[config.mk]
export PLATFORM = sky130hd
export DESIGN_NAME = dcm_multi
export DESIGN_NICKNAME = d
export VERILOG_FILES = /design/src/rtl/dcm_pkg.sv /design/src/rtl/dcm_chan_div.sv /design/src/rtl/dcm_multi.sv
export SDC_FILE = /design/constraint.sdc
export NUM_CORES = 1
export LEC_CHECK = 0
export BUFFER_PORTS_ARGS = -buffer_cell sky130_fd_sc_hd__buf_2
export CAP_MARGIN = 20
export CORE_UTILIZATION = 60
export DETAILED_ROUTE_END_ITERATION = 10
export GPL_TIMING_DRIVEN = 0
export MAX_ROUTING_LAYER = met4
export PLACE_DENSITY = 0.81
export SETUP_SLACK_MARGIN = 0.5
export SYNTH_ARGS = -nofsm -noshare
export SYNTH_HDL_FRONTEND = slang
export SYNTH_HIERARCHICAL = 1
export SYNTH_SLANG_ARGS = --single-unit
[constraint.sdc]
create_clock -name clk -period 3.5 [get_ports clk]
set_input_delay 0.175 -clock clk [delete_from_list [all_inputs] [get_ports clk]]
set_output_delay 0.175 -clock clk [all_outputs]
set_load 0.005 [all_outputs]
[src/rtl/dcm_pkg.sv]
// Shared constants, types and helpers for the multi-channel clock-division manager.
package dcm_pkg;

  localparam int unsigned DEF_N_CH      = 2;
  localparam int unsigned DEF_SEL_W     = 3;
  localparam int unsigned DEF_FAST_HALF = 5;
  localparam int unsigned DEF_RESET_SEL = 0;

  typedef enum logic {
    StIdle = 1'b0,
    StPend = 1'b1
  } req_state_e;

  // Slow counter must hold 2^(2^sel_w - 1) - 1 for the largest selector.
  function automatic int unsigned scnt_w(input int unsigned sel_w);
    return (32'd1 << sel_w) - 32'd1;
  endfunction

endpackage

[src/rtl/dcm_chan_div.sv]
// One slow channel: holds its ratio selector and divides fast_rise events by 2^(sel+1).
module dcm_chan_div
  import dcm_pkg::*;
#(
  parameter int unsigned SEL_W     = DEF_SEL_W,
  parameter int unsigned RESET_SEL = DEF_RESET_SEL
) (
  input  logic             clk,
  input  logic             rst,
  input  logic             fast_rise,
  input  logic             load,
  input  logic [SEL_W-1:0] load_val,
  output logic             rise_now,
  output logic             clk_2,
  output logic [SEL_W-1:0] sel
);

  localparam int unsigned SCNT_W = scnt_w(SEL_W);

  logic [SCNT_W-1:0] scnt_q;
  logic [SCNT_W-1:0] term;
  logic [SEL_W-1:0]  sel_q;
  logic              clk_2_q;
  logic              wrap;

  // For the largest selector the shift overflows to 0 and the subtract yields all ones.
  assign term     = (SCNT_W'(1) << sel_q) - SCNT_W'(1);
  assign wrap     = fast_rise && (scnt_q == term);
  assign rise_now = wrap && !clk_2_q;
  assign clk_2    = clk_2_q;
  assign sel      = sel_q;

  always_ff @(posedge clk) begin
    if (rst) begin
      scnt_q  <= '0;
      clk_2_q <= 1'b0;
      sel_q   <= SEL_W'(RESET_SEL);
    end else begin
      if (fast_rise) begin
        if (wrap) begin
          scnt_q  <= '0;
          clk_2_q <= ~clk_2_q;
        end else begin
          scnt_q <= scnt_q + SCNT_W'(1);
        end
      end
      if (load) begin
        sel_q  <= load_val;
        scnt_q <= '0;
      end
    end
  end

endmodule

[src/rtl/dcm_multi.sv]
// Fast divider plus N_CH programmable slow channels; ratio updates land on a rising boundary.
module dcm_multi
  import dcm_pkg::*;
#(
  parameter int unsigned N_CH      = DEF_N_CH,
  parameter int unsigned SEL_W     = DEF_SEL_W,
  parameter int unsigned FAST_HALF = DEF_FAST_HALF,
  parameter int unsigned RESET_SEL = DEF_RESET_SEL,
  localparam int unsigned CH_W     = (N_CH > 1) ? $clog2(N_CH) : 1
) (
  input  logic                  clk,
  input  logic                  rst,
  input  logic [SEL_W-1:0]      prog_in,
  input  logic [CH_W-1:0]       ch_sel,
  input  logic                  update,
  output logic                  busy,
  output logic                  clk_1,
  output logic [N_CH-1:0]       clk_2,
  output logic [N_CH*SEL_W-1:0] prog_out
);

  localparam int unsigned FCNT_W = (FAST_HALF > 1) ? $clog2(FAST_HALF) : 1;

  logic [FCNT_W-1:0] fcnt_q;
  logic              clk_1_q;
  logic              fast_tc;
  logic              fast_rise;

  req_state_e        state_q;
  logic [CH_W-1:0]   pend_ch_q;
  logic [SEL_W-1:0]  pend_val_q;
  logic              accept;
  logic [N_CH-1:0]   rise_now;
  logic [N_CH-1:0]   load;

  assign fast_tc   = (fcnt_q == FCNT_W'(FAST_HALF - 1));
  assign fast_rise = fast_tc && !clk_1_q;
  assign clk_1     = clk_1_q;
  assign busy      = (state_q == StPend);
  assign accept    = update && (32'(ch_sel) < N_CH);

  always_ff @(posedge clk) begin
    if (rst) begin
      fcnt_q  <= '0;
      clk_1_q <= 1'b0;
    end else if (fast_tc) begin
      fcnt_q  <= '0;
      clk_1_q <= ~clk_1_q;
    end else begin
      fcnt_q <= fcnt_q + FCNT_W'(1);
    end
  end

  // Requests arriving while one is pending are dropped, not queued.
  always_ff @(posedge clk) begin
    if (rst) begin
      state_q    <= StIdle;
      pend_ch_q  <= '0;
      pend_val_q <= '0;
    end else begin
      case (state_q)
        StIdle: begin
          if (accept) begin
            pend_ch_q  <= ch_sel;
            pend_val_q <= prog_in;
            state_q    <= StPend;
          end
        end
        StPend: begin
          if (|load) state_q <= StIdle;
        end
      endcase
    end
  end

  for (genvar c = 0; c < N_CH; c++) begin : g_ch
    assign load[c] = (state_q == StPend) && (pend_ch_q == CH_W'(c)) && rise_now[c];

    dcm_chan_div #(
      .SEL_W    (SEL_W),
      .RESET_SEL(RESET_SEL)
    ) u_chan (
      .clk      (clk),
      .rst      (rst),
      .fast_rise(fast_rise),
      .load     (load[c]),
      .load_val (pend_val_q),
      .rise_now (rise_now[c]),
      .clk_2    (clk_2[c]),
      .sel      (prog_out[c*SEL_W +: SEL_W])
    );
  end

endmodule

==> results_dict.tcl <==
set metrics [dict create \
    area_delta_synth_final_pct 11.80 \
    pin_count 17 \
    synth_cell_type_count 33 \
    fin_util_pct 72.87 \
    cts_root_buf "clkbuf_4" \
    start_util_pct 65.18 \
    drt_iter0_markers 23 \
    wl_per_cell_um 13.66 \
    async_flop_share_pct 0 \
    crit_path_end_kind "flip-flop" \
    dr_wl_met2_um 1578 \
    syn_area_um2 1644 \
    path_class "flip-flop to flip-flop" \
    worstSetupStartpoint "fcnt_q[0]" \
    final_antenna_net_count 0 \
    setup_viol 0 \
    yosysTopAreaCell "dfxtp_1" \
    post-route-drc-count 0 \
    rsz0062_at_grt "no" \
    ff_latch_area_um2 620.6 \
    hold-worst-slack_ns 0.09944 \
    final_net_count 222 \
    dp_hpwl_um 2380 \
    hold_violations 0 \
    insertion_delay_ns 0.31 \
    max-cap-violations 0 \
    highest_layer "met4" \
    final_common_cell "dfxtp_1" \
    leakagePower_uw 0.0007471 \
    grt_max_degree 17 \
    min_period_ns 2.522 \
    cp-start-kind "flip-flop" \
    row_count 18 \
    fmax_mhz 396.5 \
    vdd_drop_max_v 0.0003421 \
    path_cells "inv_1 -> ha_1 -> nand2_1 -> nor2_4 -> nand3_1 -> nor4_1 -> nand2_1 -> nor2_1 -> clkbuf_1 -> nor2_1 -> nand3b_1 -> o21ai_0" \
    layout_common_cells "dfxtp_1, nor2_1, buf_2" \
    synth_nets 199 \
    seq_area_frac_synth_pct 37.75 \
    ys.flop_type "dfxtp_1" \
    first_pass_iters 4 \
    synth-edff-count 0 \
    die_area_um2 2953 \
    synth_top_cell_area_share_pct 37.75 \
    overflow 0 \
    cts.sinks 31 \
    timing.rr.start "fcnt_q[0]" \
    postSynthAreaPerCell_um2 8.745 \
    skew_ns 0.004776 \
    slowest_stage "dfxtp_1" \
    critPathArrivalTime_ns 2.71 \
    cts_buffers 5 \
    fp.dieH_um 54.35 \
    clock_path_buffers 2 \
    min_from "prog_in[1]" \
    htree_levels 2 \
    p_per_area_nw_per_um2 354.5 \
    drive_gt1_share_pct 17.92 \
    tritoncts "built" \
    fill_cells 203 \
    grt_usage_pct 26.04 \
    multiInputGateArea_um2 968.4 \
    slew_headroom_pct 73.89 \
    antenna_found_initial 0 \
    clk_pin_slew_ns 0.09 \
    antenna_cells 0 \
    yosysWarnings 6 \
    finalCritPeriodShare_pct 72.05 \
    met1_length_um 1618 \
    tns_ns 0 \
    worst_pin_slew_ns 0.3881 \
    slowest_delay_ns 0.34 \
    syn_inst 188 \
    core_area_um2 2522 \
    required_ns 3.69 \
    wirelength_um 3306 \
    yosys-top-cells-area "dfxtp_1, mux2i_1, xor2_1, nor2_1, nor3_1" \
    synth-seq-cells 31 \
    num_vias 1381 \
    gp_congestion 0.8387 \
    hp-class "primary input to flip-flop" \
    io_buffers 16 \
    met3WireLength_um 90 \
    die_w_um 54.35 \
    grt_pass1_vias 1146 \
    vias_per_cell 5.707 \
    place_area_um2 1762 \
    postLayoutCellArea_um2 1838 \
    outcome "finished clean" \
    grt_pass1_wl_um 5223 \
    maxSlewViolCount 0 \
    crit_fanout 16 \
]
## flip-flops by register name, summed over array words and instances, names as in the netlist
name	count
g_ch.u_chan/scnt_q	14
fcnt_q	3
g_ch.u_chan/sel	6
pend_ch_q	1
busy	1
pend_val_q	3
clk_1	1
g_ch.u_chan/clk_2	2
## final cells by class
cell class,count,share of cell area [%]
flip-flops and latches,31,33.76
plain buffers,10,2.791
repair buffers,16,4.357
well taps,30,2.042
clock buffers,8,3.744
inverters,3,0.6127
multi-input cells,144,52.69
## power by group
part	leakage (µW)	total (µW)	switching, µW	internal, µW
clock network	0.0000386	233	115	118
registers	0.000251	371	9.17	362
logic	0.000457	47.6	26.1	21.5
total	0.000747	652	150	501
## per-stage QoR
| stage | std cells | total power [µW] | setup WS, ns |
|---|---|---|---|
| finish | 242 | 651.6 | 0.9782 |
| CTS | 242 | 657.2 | 0.5280 |
| global placement | 234 | 422.1 | 0.6534 |
| detailed placement | 234 | 425.7 | 0.5205 |
| floorplan | 188 | 409.3 | 1.134 |
| global route | 242 | 681.5 | 0.6772 |
## layer usage
| layer | track usage, % | vias up |
|---|---|---|
| li1 | - | 713 |
| met4 | 6.838 | 0 |
| met3 | 9.167 | 2 |
| met2 | 37.80 | 25 |
| met1 | 34.12 | 641 |
| met5 | - | - |
## Yosys cell counts (2+ instances only)
master and instances:
nor2b_1 2, dfxtp_1 31, nand2b_1 2, nor4_1 2
ha_1 4, o21ai_0 8, and2_0 2, nor2_1 25
or2_1 2, xnor2_1 6, nand2_1 10, o211a_1 2
xor2_1 11, clkbuf_1 4, nor3_4 2, o211ai_1 2
mux2_4 2, a21oi_1 4, mux2i_1 11, nand3b_1 8
buf_2 5, nand4_1 8, nor3_1 14, o31ai_1 2
nand3_1 4, inv_1 3, or4_1 4, and3_2 3
## worst max-delay path, delay by kind of cell (launching register included)
kind | cells | cell delay [ns]
flip-flops | 1 | 0.34
buffers and inverters | 2 | 0.34
adder cells (fa/ha/maj) | 1 | 0.18
AO/OA/AOI/OAI | 1 | 0.09
AND/OR/NAND/NOR | 8 | 1.45
## kinds of logic (layout without fill, tap and decap cells)
| family | after synthesis | after routing | share of synthesized area (%) |
|---|---|---|---|
| buffers and inverters | 13 | 37 | 3.805 |
| AO/OA/AOI/OAI | 19 | 19 | 7.154 |
| flip-flops | 31 | 31 | 37.75 |
| adder cells (fa/ha/maj) | 4 | 4 | 3.044 |
| multiplexers | 13 | 13 | 8.524 |
| AND/OR/NAND/NOR | 91 | 91 | 30.67 |
| XOR/XNOR | 17 | 17 | 9.056 |
## repair_timing
| item | in CTS | in global routing |
|---|---|---|
| gates resized for setup | 0 | 2 |
| hold buffers | 0 | 0 |
| endpoints found under the setup margin | 0 | 20 |
| buffers inserted | 0 | 0 |
## final timing paths
path,depth (start not counted),endpoint,slack [ns]
hold / removal,3,pend_val_q[1],0.1
setup reg to reg,12,g_ch[0].u_chan/scnt_q[1],0.98
hold reg to reg,1,fcnt_q[0],0.46
setup / recovery,12,g_ch[0].u_chan/scnt_q[1],0.98
Note: power is estimated with default switching activity, not from simulation.
